<file path="src/rtl/pipeline_mem_stage.sv">
// RV32 memory stage: EX/MEM register, req/gnt/rvalid data-memory access, load alignment, MEM/WB register.
// Optional MEM_MISALIGN_TRAP_EN: misaligned half/word accesses raise misalign_exc_o instead of being issued.
module pipeline_mem_stage #(
  parameter int ADDR_W = 32
) (
  input  logic              clk,
  input  logic              resetn,
  input  logic              valid_e_i,
  input  logic [31:0]       alu_result_e_i,
  input  logic [31:0]       mem_wdata_e_i,
  input  logic [31:0]       extended_imm_e_i,
  input  logic [31:0]       pc_plus4_e_i,
  input  logic [31:0]       CSR_data_e_i,
  input  logic              reg_write_en_e_i,
  input  logic [4:0]        rd_idx_e_i,
  input  logic [4:0]        result_src_e_i,
  input  logic              mem_read_e_i,
  input  logic              mem_write_e_i,
  input  logic [2:0]        mem_funct3_e_i,
  input  logic              flush_m_i,
  output logic              stall_m_o,
  output logic              dmem_req_o,
  output logic              dmem_we_o,
  output logic [ADDR_W-1:0] dmem_addr_o,
  output logic [31:0]       dmem_wdata_o,
  output logic [3:0]        dmem_be_o,
  input  logic              dmem_gnt_i,
  input  logic              dmem_rvalid_i,
  input  logic [31:0]       dmem_rdata_i,
  output logic [31:0]       alu_result_m_o,
  output logic [31:0]       mem_read_data_m_o,
  output logic [31:0]       extended_imm_m_o,
  output logic [31:0]       pc_plus4_m_o,
  output logic [31:0]       CSR_data_m_o,
  output logic              reg_write_en_m_o,
  output logic [4:0]        rd_idx_m_o,
  output logic [4:0]        result_src_m_o,
  output logic              misalign_exc_o
);
  typedef enum logic {ACCESS, RDATA} state_t;
  state_t r_state, w_state_nxt;

  logic        r_valid, r_we, r_mrd, r_mwr;
  logic [31:0] r_alu, r_wdata, r_imm, r_pc4, r_csr;
  logic [4:0]  r_rd, r_src;
  logic [2:0]  r_f3;

  logic        w_is_load, w_is_store, w_memop, w_sz_b, w_sz_h;
  logic        w_acc, w_exc, w_done;
  logic [1:0]  w_a, w_off;
  logic [31:0] w_shift, w_ldata;

  assign w_is_load  = r_mrd;
  assign w_is_store = r_mwr & ~r_mrd;
  assign w_memop    = r_valid & (r_mrd | r_mwr);
  assign w_a        = r_alu[1:0];
  // Undefined funct3 codes fall through to word size.
  assign w_sz_b     = (r_f3 == 3'b000) | (w_is_load & (r_f3 == 3'b100));
  assign w_sz_h     = (r_f3 == 3'b001) | (w_is_load & (r_f3 == 3'b101));
  assign w_off      = w_sz_b ? w_a : (w_sz_h ? {w_a[1], 1'b0} : 2'b00);

`ifdef MEM_MISALIGN_TRAP_EN
  logic w_misal;
  assign w_misal = w_memop & ((w_sz_h & w_a[0]) | (~w_sz_b & ~w_sz_h & (|w_a)));
  assign w_exc   = w_misal;
`else
  assign w_exc   = 1'b0;
`endif

  assign w_acc          = w_memop & ~w_exc;
  assign misalign_exc_o = w_exc;
  assign stall_m_o      = w_acc & ~w_done;

  always_comb begin
    w_state_nxt = r_state;
    w_done      = 1'b1;
    dmem_req_o  = 1'b0;
    case (r_state)
      ACCESS: if (w_acc) begin
        dmem_req_o = 1'b1;
        w_done     = w_is_store & dmem_gnt_i;
        if (w_is_load & dmem_gnt_i) w_state_nxt = RDATA;
      end
      RDATA: begin
        w_done = dmem_rvalid_i;
        if (dmem_rvalid_i) w_state_nxt = ACCESS;
      end
      default: w_state_nxt = ACCESS;
    endcase
  end

  // Request fields come straight from the held EX/MEM register, so they stay stable until gnt.
  assign dmem_we_o   = w_is_store;
  assign dmem_addr_o = {r_alu[ADDR_W-1:2], 2'b00};

  always_comb begin
    dmem_wdata_o = r_wdata;
    dmem_be_o    = 4'b1111;
    if (w_sz_b) begin
      dmem_wdata_o = {4{r_wdata[7:0]}};
      dmem_be_o    = 4'b0001 << w_off;
    end else if (w_sz_h) begin
      dmem_wdata_o = {2{r_wdata[15:0]}};
      dmem_be_o    = 4'b0011 << w_off;
    end
  end

  assign w_shift = dmem_rdata_i >> {w_off, 3'b000};

  always_comb begin
    w_ldata = w_shift;
    if (w_sz_b)
      w_ldata = r_f3[2] ? {24'b0, w_shift[7:0]} : {{24{w_shift[7]}}, w_shift[7:0]};
    else if (w_sz_h)
      w_ldata = r_f3[2] ? {16'b0, w_shift[15:0]} : {{16{w_shift[15]}}, w_shift[15:0]};
  end

  always_ff @(posedge clk or negedge resetn) begin
    if (!resetn) r_state <= ACCESS;
    else         r_state <= w_state_nxt;
  end

  always_ff @(posedge clk or negedge resetn) begin
    if (!resetn) begin
      r_valid <= 1'b0;
      r_we    <= 1'b0;
      r_mrd   <= 1'b0;
      r_mwr   <= 1'b0;
      r_alu   <= '0;
      r_wdata <= '0;
      r_imm   <= '0;
      r_pc4   <= '0;
      r_csr   <= '0;
      r_rd    <= '0;
      r_src   <= '0;
      r_f3    <= '0;
    end else if (!stall_m_o) begin
      r_valid <= valid_e_i & ~flush_m_i;
      r_we    <= reg_write_en_e_i;
      r_mrd   <= mem_read_e_i;
      r_mwr   <= mem_write_e_i;
      r_alu   <= alu_result_e_i;
      r_wdata <= mem_wdata_e_i;
      r_imm   <= extended_imm_e_i;
      r_pc4   <= pc_plus4_e_i;
      r_csr   <= CSR_data_e_i;
      r_rd    <= rd_idx_e_i;
      r_src   <= result_src_e_i;
      r_f3    <= mem_funct3_e_i;
    end
  end

  // Anything not completing this cycle (empty, stalled, trapped) leaves an all-zero bubble.
  always_ff @(posedge clk or negedge resetn) begin
    if (!resetn) begin
      alu_result_m_o    <= '0;
      mem_read_data_m_o <= '0;
      extended_imm_m_o  <= '0;
      pc_plus4_m_o      <= '0;
      CSR_data_m_o      <= '0;
      reg_write_en_m_o  <= 1'b0;
      rd_idx_m_o        <= '0;
      result_src_m_o    <= '0;
    end else if (r_valid & w_done & ~w_exc) begin
      alu_result_m_o    <= r_alu;
      mem_read_data_m_o <= w_is_load ? w_ldata : 32'h0;
      extended_imm_m_o  <= r_imm;
      pc_plus4_m_o      <= r_pc4;
      CSR_data_m_o      <= r_csr;
      reg_write_en_m_o  <= r_we;
      rd_idx_m_o        <= r_rd;
      result_src_m_o    <= r_src;
    end else begin
      alu_result_m_o    <= '0;
      mem_read_data_m_o <= '0;
      extended_imm_m_o  <= '0;
      pc_plus4_m_o      <= '0;
      CSR_data_m_o      <= '0;
      reg_write_en_m_o  <= 1'b0;
      rd_idx_m_o        <= '0;
      result_src_m_o    <= '0;
    end
  end
endmodule

</file>
<file path="config.mk">
export PLATFORM = sky130hd
export DESIGN_NAME = pipeline_mem_stage
export DESIGN_NICKNAME = d
export VERILOG_FILES = /design/src/rtl/pipeline_mem_stage.sv
export SDC_FILE = /design/constraint.sdc
export NUM_CORES = 1
export LEC_CHECK = 0
export ABC_AREA = 1
export BUFFER_PORTS_ARGS = -buffer_cell sky130_fd_sc_hd__buf_2
export CAP_MARGIN = 20
export CORE_MARGIN = 3
export CORE_UTILIZATION = 42
export CTS_CLUSTER_DIAMETER = 60
export CTS_CLUSTER_SIZE = 12
export DETAILED_ROUTE_END_ITERATION = 10
export PLACE_DENSITY = 0.73
export SLEW_MARGIN = 20
export SYNTH_ARGS = -nofsm -noshare
export SYNTH_HDL_FRONTEND = slang
export SYNTH_SLANG_ARGS = --single-unit
</file>
<file path="constraint.sdc">
create_clock -name clk -period 4.7 [get_ports clk]
set_input_delay 0.235 -clock clk [delete_from_list [all_inputs] [get_ports clk]]
set_output_delay 0.235 -clock clk [all_outputs]
set_load 0.03 [all_outputs]
</file>
==> run_results.csv, run 1 <==
group,metric,value,unit
cells_and_area,multi_input_comb_area,3280,sq um
pwr,leakagePower,10.4,nW
clock_tree,clock-sinks,349,
worst_setup_path,cp.required,4.47,ns
sta,fmax,0.272,GHz
detailed_routing,ant_nets,0,
worst_setup_path,worst-setup-path-type,"flop to output pin",
worst_setup_path,worst_path_largest_cell_delay,0.80,ns
pwr,power-per-cell-area,385,nW/um^2
global_routing,antenna_found_initial,3,
sta,slew-limit-headroom,0.276,
detailed_routing,detailedRoute.firstPassIterationCount,5,
sta,final.min_clock_period,3.68,ns
floorplan,die_h,184,um
detailed_routing,drt_wl_total,39700,um
clock_tree,ctsResizeCount,0,
synthesis,syn_inst,1379,
synthesis,synth_edf_count,0,
clock_tree,cts_tree,"yes",
detailed_routing,route.detailed.vias_per_inst,4.86,
clock_tree,cts.clk_slew.worst_paths,0.06,ns
worst_hold_path,hold_path.class,"input port to flop",
job,drv.max_cap_violation_count,0,
sta,timing_worst_slew_pin_value,1.08,ns
worst_setup_path,worst_path_dominant_cell_family,"buffers and inverters",
synthesis,synth-warning-count,0,
global_routing,grt_pass1_wl,61200,um
worst_setup_path,worst_ep_arrival_time,3.44,ns
sta,setup_viol_count_final,0,
pwr,totalPowerFinal,7.05,mW
cells_and_area,footprint_of_the_flip_flops_and_latches,8730,sq um
worst_setup_path,crit_path_end_kind,"output pin",
synthesis,fraction_of_the_yosys_area_taken_by_sequential_cells,0.653,
synthesis,ys_ff_latch,349,
synthesis,synthArstFlopShare,1.00,
global_routing,grt_start_max_net_pins,155,
clock_tree,cts_inserted_buffers,36,
place,gp_routability_congestion,0.880,
global_routing,grt_use_total,0.225,
floorplan,io-pin-count,457,
floorplan,floorplan_die_area,34000,sq um
clock_tree,cts_buffer_depth,3,
floorplan,core,31000,sq um
clock_tree,cts.htree.levels,2,
detailed_routing,drt_iter0_drc,654,
worst_setup_path,cp-start-kind,"flop",
cells_and_area,final_nets,2156,
cells_and_area,drive_above_1_share,0.273,
place,buffer_ports.inserted,453,
detailed_routing,wl_per_cell,16.9,um
worst_setup_path,critical_path_buf_inv_count,3,
sta,hold_viol_final,0,
sta,rsz0062_at_grt,"no",
clock_tree,buffer_type_at_the_clock_tree_root,"clkbuf_16",
detailed_routing,drc_errors,0,
outcome,run_status,"finished, final reports clean",
synthesis,syn_area_per_cell,9.70,sq um
floorplan,start_util,0.432,
synthesis,synth_top_flop_cell,"dfrtp_1",
worst_setup_path,cp_cell_sequence,"inv_2, nand2_4, nand2_1, clkinv_1, o21ai_0, buf_2",
synthesis,combined_area_of_all_synthesized_cells,13400,sq um
place,detailed_place_hpwl,24600,um
global_routing,gr-total-overflow,0,
sta,period_utilisation_layout,0.783,
global_routing,first_global_vias,11800,
sta,slew_viol_final,0,
floorplan,floorplan.rows,64,
floorplan,die_w,184,um
synthesis,yosysUniqueCellTypes,32,
detailed_routing,detailroute.via_count,11400,
cells_and_area,layout-area-overhead-vs-synth,37.0,%
sta,setup_tns,0,ns
pwr,vdd.ir_drop.worst,330,uV
clock_tree,worstSkewPairLatency,0.51,ns
worst_setup_path,critPathSlowestCell,"nand2_1",
cells_and_area,filler_cell_count,2457,
sta,worst_clock_skew,0.0213,ns
worst_setup_path,crit_path_max_fo,26,
-- through the flow --
| step | util | cells | worst slack, ns | cell area, sq um | hold slack, ns |
|---|---|---|---|---|---|
| finish | 0.591 | 2349 | 1.02 | 18300 | 0.0166 |
| global route | 0.591 | 2347 | 0.774 | 18300 | 0.0189 |
| CTS | 0.591 | 2344 | 1.18 | 18300 | 0.00142 |
| detailed placement | 0.503 | 2125 | 1.64 | 15600 | 0.281 |
| global placement | 0.503 | 2125 | 1.79 | 15600 | 0.275 |
| floorplan | - | 1381 | 2.63 | 13400 | -0.0606 |
-- report_power, final --
| group | switching, mW | leakage [nW] | internal, mW | total, mW |
|---|---|---|---|---|
| registers | 0.0848 | 4.41 | 3.22 | 3.30 |
| clock network | 1.10 | 0.473 | 1.39 | 2.49 |
| logic | 0.854 | 5.53 | 0.399 | 1.25 |
| total | 2.04 | 10.4 | 5.01 | 7.05 |
-- final timing paths --
kind	startpoint	endpoint	slack, ns	cells after the start
worst min-delay path	pc_plus4_e_i[17]	r_pc4[17]$_DFFE_PN0N_	0.02	3
worst min register to register	r_wdata[20]$_DFFE_PN0N_	r_wdata[20]$_DFFE_PN0N_	0.47	2
min in group asynchronous	resetn	r_alu[4]$_DFFE_PN0N_	0.33	2
worst max register to register	r_mrd$_DFFE_PN0N_	mem_read_data_m_o[31]$_DFF_PN0_	1.51	7
max in group asynchronous	resetn	CSR_data_m_o[5]$_DFF_PN0_	3.12	3
worst max-delay path	r_mrd$_DFFE_PN0N_	dmem_wdata_o[11]	1.02	6
-- repair_timing --
| item | CTS | global route |
|---|---|---|
| hold buffers | 175 | 0 |
| setup buffers | 0 | 0 |
| hold endpoints to repair | 256 | 0 |
-- layer usage --
| metal | share of wire | GRT usage |
|---|---|---|
| met4 | 0.043 | 0.0974 |
| met3 | 0.082 | 0.0574 |
| met2 | 0.49 | 0.382 |
| met5 | 0 | 0 |
| met1 | 0.39 | 0.271 |
-- synthesized netlist by cell type (2+ instances only) --
cell type,count,share of area
a211oi_1,4,0.0022
a21oi_1,18,0.0067
a21oi_2,10,0.0065
buf_2,38,0.014
buf_4,45,0.025
buf_6,6,0.0051
clkbuf_1,21,0.0059
clkbuf_2,2,0.00075
dfrtp_1,349,0.65
inv_1,185,0.052
inv_2,3,0.00084
nand2_1,290,0.081
nand2_2,4,0.0019
nand2_4,3,0.0025
nand3_1,9,0.0034
nand3_2,2,0.0015
nand4_1,3,0.0014
nor2_1,151,0.042
nor2_2,2,0.00094
o211ai_1,2,0.0011
o21ai_0,178,0.067
o21ai_1,37,0.014
o221ai_1,8,0.0052
-- registers in the layout, indices dropped and copies added (netlist names), 3 cells and up --
name and cells:
r_csr 32, r_f3 3, pc_plus4_m_o 32, CSR_data_m_o 32
mem_read_data_m_o 32, r_src 5, r_pc4 32, rd_idx_m_o 5
r_rd 5, r_wdata 32, result_src_m_o 5, extended_imm_m_o 32
r_imm 32, r_alu 32, alu_result_m_o 32
-- tightest hold or removal path, cell delays in order --
cell and delay, ns:
buf_2 0.08, nand2_1 0.08, o21ai_0 0.09
-- cells in the final DEF (no fill, tap or decap), types with 2 or more instances in the layout --
master	n
nand4_1	3
inv_6	2
nor2_1	151
buf_4	4
buf_12	3
inv_1	185
o221ai_1	8
clkbuf_16	36
buf_2	452
nand3_2	2
nand3_1	8
nand2_4	3
o21ai_0	178
diode_2	5
a211oi_1	4
dfrtp_1	349
o211ai_1	2
nand2_1	290
nand2_2	3
a21oi_1	18
dlygate4sd3_1	175
a21oi_2	10
o21ai_1	37
inv_2	3
clkbuf_1	2
nor2_2	2
conb_1	3
-- cells by family (layout without fill, tap and decap cells) --
family / Yosys count / count (layout) / share of synthesized area
other cells: 1 / 8 / 0.000280
flops: 349 / 349 / 0.653
simple gates: 468 / 468 / 0.139
compound gates: 259 / 259 / 0.103
buf+inv: 302 / 869 / 0.105
-- area by class of cell --
cell class / count / area share
sequential: 349 / 0.477
inverter: 190 / 0.0391
multi-input combinational: 730 / 0.179
timing repair buffer: 635 / 0.225
clock buffer: 39 / 0.0503
antenna: 5 / 0.000683
tap: 396 / 0.0270
clock inverter: 5 / 0.00273
Note: power is estimated with default switching activity, not from simulation.
==> run 2, diff against run 1 <==
--- a/config.mk
+++ b/config.mk
@@ -13,7 +13,7 @@
 export CTS_CLUSTER_DIAMETER = 60
 export CTS_CLUSTER_SIZE = 12
 export DETAILED_ROUTE_END_ITERATION = 10
-export PLACE_DENSITY = 0.73
+export PLACE_DENSITY = 0.75
 export SLEW_MARGIN = 20
 export SYNTH_ARGS = -nofsm -noshare
 export SYNTH_HDL_FRONTEND = slang
==> constraint.sdc (replaced) <==
create_clock -name clk -period 3 [get_ports clk]
set_input_delay 0.15 -clock clk [delete_from_list [all_inputs] [get_ports clk]]
set_output_delay 0.15 -clock clk [all_outputs]
set_load 0.03 [all_outputs]
==> run_results.csv, run 2 (synthesized netlist as in run 1, its figures left out) <==
group,metric,value,unit
detailed_routing,drt_wl_total,40300,um
global_routing,first_global_vias,12200,
sta,hold_viol_final,0,
detailed_routing,drt_iter0_drc,816,
clock_tree,ctsResizeCount,0,
cells_and_area,utilization,0.604,
detailed_routing,wl_per_cell,16.9,um
global_routing,grt_pass1_wl,63400,um
clock_tree,cts_tree,"yes",
clock_tree,worstSkewPairLatency,0.51,ns
worst_setup_path,worst-setup-path-type,"flop to output pin",
global_routing,grt_use_total,0.233,
sta,fmax,0.375,GHz
pwr,vdd.ir_drop.worst,501,uV
clock_tree,cts_buffer_depth,3,
worst_setup_path,critical_path.startpoint,"r_valid$_DFFE_PN0N_",
clock_tree,buffer_type_at_the_clock_tree_root,"clkbuf_16",
floorplan,floorplan.rows,64,
floorplan,die_h,184,um
floorplan,floorplan_die_area,34000,sq um
worst_setup_path,cp-start-kind,"flop",
floorplan,io-pin-count,457,
clock_tree,cts.htree.levels,2,
worst_setup_path,crit_path_max_fo,79,
floorplan,core,31000,sq um
sta,setup_tns,0,ns
place,gp_routability_congestion,0.917,
sta,period_utilisation_layout,0.888,
floorplan,start_util,0.432,
detailed_routing,ant_nets,0,
outcome,run_status,"finished, final reports clean",
global_routing,antenna_found_initial,3,
floorplan,die_w,184,um
pwr,power-per-cell-area,614,nW/um^2
place,buffer_ports.inserted,453,
worst_hold_path,hold_path.class,"input port to flop",
worst_setup_path,cp.required,2.85,ns
clock_tree,clock-sinks,349,
cells_and_area,final_nets,2179,
sta,timing_worst_slew_pin_value,0.761,ns
clock_tree,postCtsSetupBuffers,0,
clock_tree,cts_inserted_buffers,38,
cells_and_area,layout-area-overhead-vs-synth,39.9,%
detailed_routing,route.detailed.vias_per_inst,4.91,
sta,setup_ws,0.337,ns
detailed_routing,detailroute.via_count,11700,
global_routing,gr-total-overflow,0,
worst_setup_path,regToRegStartpoint,"r_mrd$_DFFE_PN0N_",
place,place_area,15700,sq um
job,drv.max_cap_violation_count,0,
place,placement.setup.worst_slack,0.793,ns
sta,setup_viol_count_final,0,
place,detailed_place_hpwl,25300,um
sta,slew_viol_final,0,
cells_and_area,mostFrequentLayoutCells,"452 x buf_2, 349 x dfrtp_1, 290 x nand2_1",
cells_and_area,filler_cell_count,2444,
worst_setup_path,crit_path_end_kind,"output pin",
cells_and_area,final_common_cell,"buf_2",
cells_and_area,finalNonFillerCells,2377,
sta,worst_clock_skew,0.0153,ns
place,post-place-cells,2135,
clock_tree,cts.clk_slew.worst_paths,0.05,ns
pwr,leakagePower,10.6,nW
sta,rsz0062_at_grt,"no",
sta,slew-limit-headroom,0.492,
cells_and_area,final_design_area_no_fill,18700,sq um
global_routing,grt_start_max_net_pins,89,
worst_setup_path,worst_ep_arrival_time,2.51,ns
detailed_routing,drc_errors,0,
cells_and_area,drive_above_1_share,0.278,
detailed_routing,detailedRoute.firstPassIterationCount,5,
worst_hold_path,worstHoldStart,"dmem_rdata_i[5]",
sta,final.min_clock_period,2.66,ns
run 2: per-stage QoR:
stage	power, mW	hold WS [ns]
after floorplan	6.37	-0.146
after global placement	6.99	0.151
after detailed placement	7.02	0.157
after CTS	11.6	0.000162
after global routing	12.0	0.0271
final	11.5	0.0318
run 2: path summary, 6_finish.rpt:
kind,end,slack [ns],cells past startpoint
hold / removal,mem_read_data_m_o[5]$_DFF_PN0_,0.03,5
max in group asynchronous,r_alu[29]$_DFFE_PN0N_,1.97,3
min in group asynchronous,CSR_data_m_o[31]$_DFF_PN0_,0.21,2
setup reg to reg,r_csr[4]$_DFFE_PN0N_,0.72,9
hold reg to reg,r_wdata[23]$_DFFE_PN0N_,0.47,2
setup / recovery,stall_m_o,0.34,8
run 2: where the power goes:
part           internal [mW]  switching, mW  total [mW]
clock                   2.52           1.79        4.31
combinational          0.652           1.36        2.01
sequential              5.04          0.124        5.16
run 2: routing by layer:
layer	GRT usage	part of all wire
met4	0.112	0.052
met1	0.281	0.38
met5	0	0
met2	0.393	0.49
met3	0.0578	0.081
run 2: repair_timing:
item	in CTS	in global routing
hold buffers	186	0
setup endpoints to repair	0	0
endpoints found under the hold margin	245	0
run 2: layout make-up:
class                           instances  area [sq um]  area share
Clock inverter                         11           140     0.00749
Tap cell                              396           495      0.0265
Multi-Input combinational cell        730          3280       0.175
Inverter                              190           716      0.0383
Sequential cell                       349          8730       0.467
Antenna cell                            4          10.0    0.000535
Clock buffer                           41           982      0.0525
Timing Repair Buffer                  656          4350       0.233
run 2: critical path, cell delays in order, from the launching register on:
cell     delay (ns)
dfrtp_1        0.43
o21a_1         0.28
nand2_1        0.11
inv_2          0.07
nand2_2        0.08
nand2_1        0.16
nand2_8        0.31
inv_2          0.30
buf_2          0.25
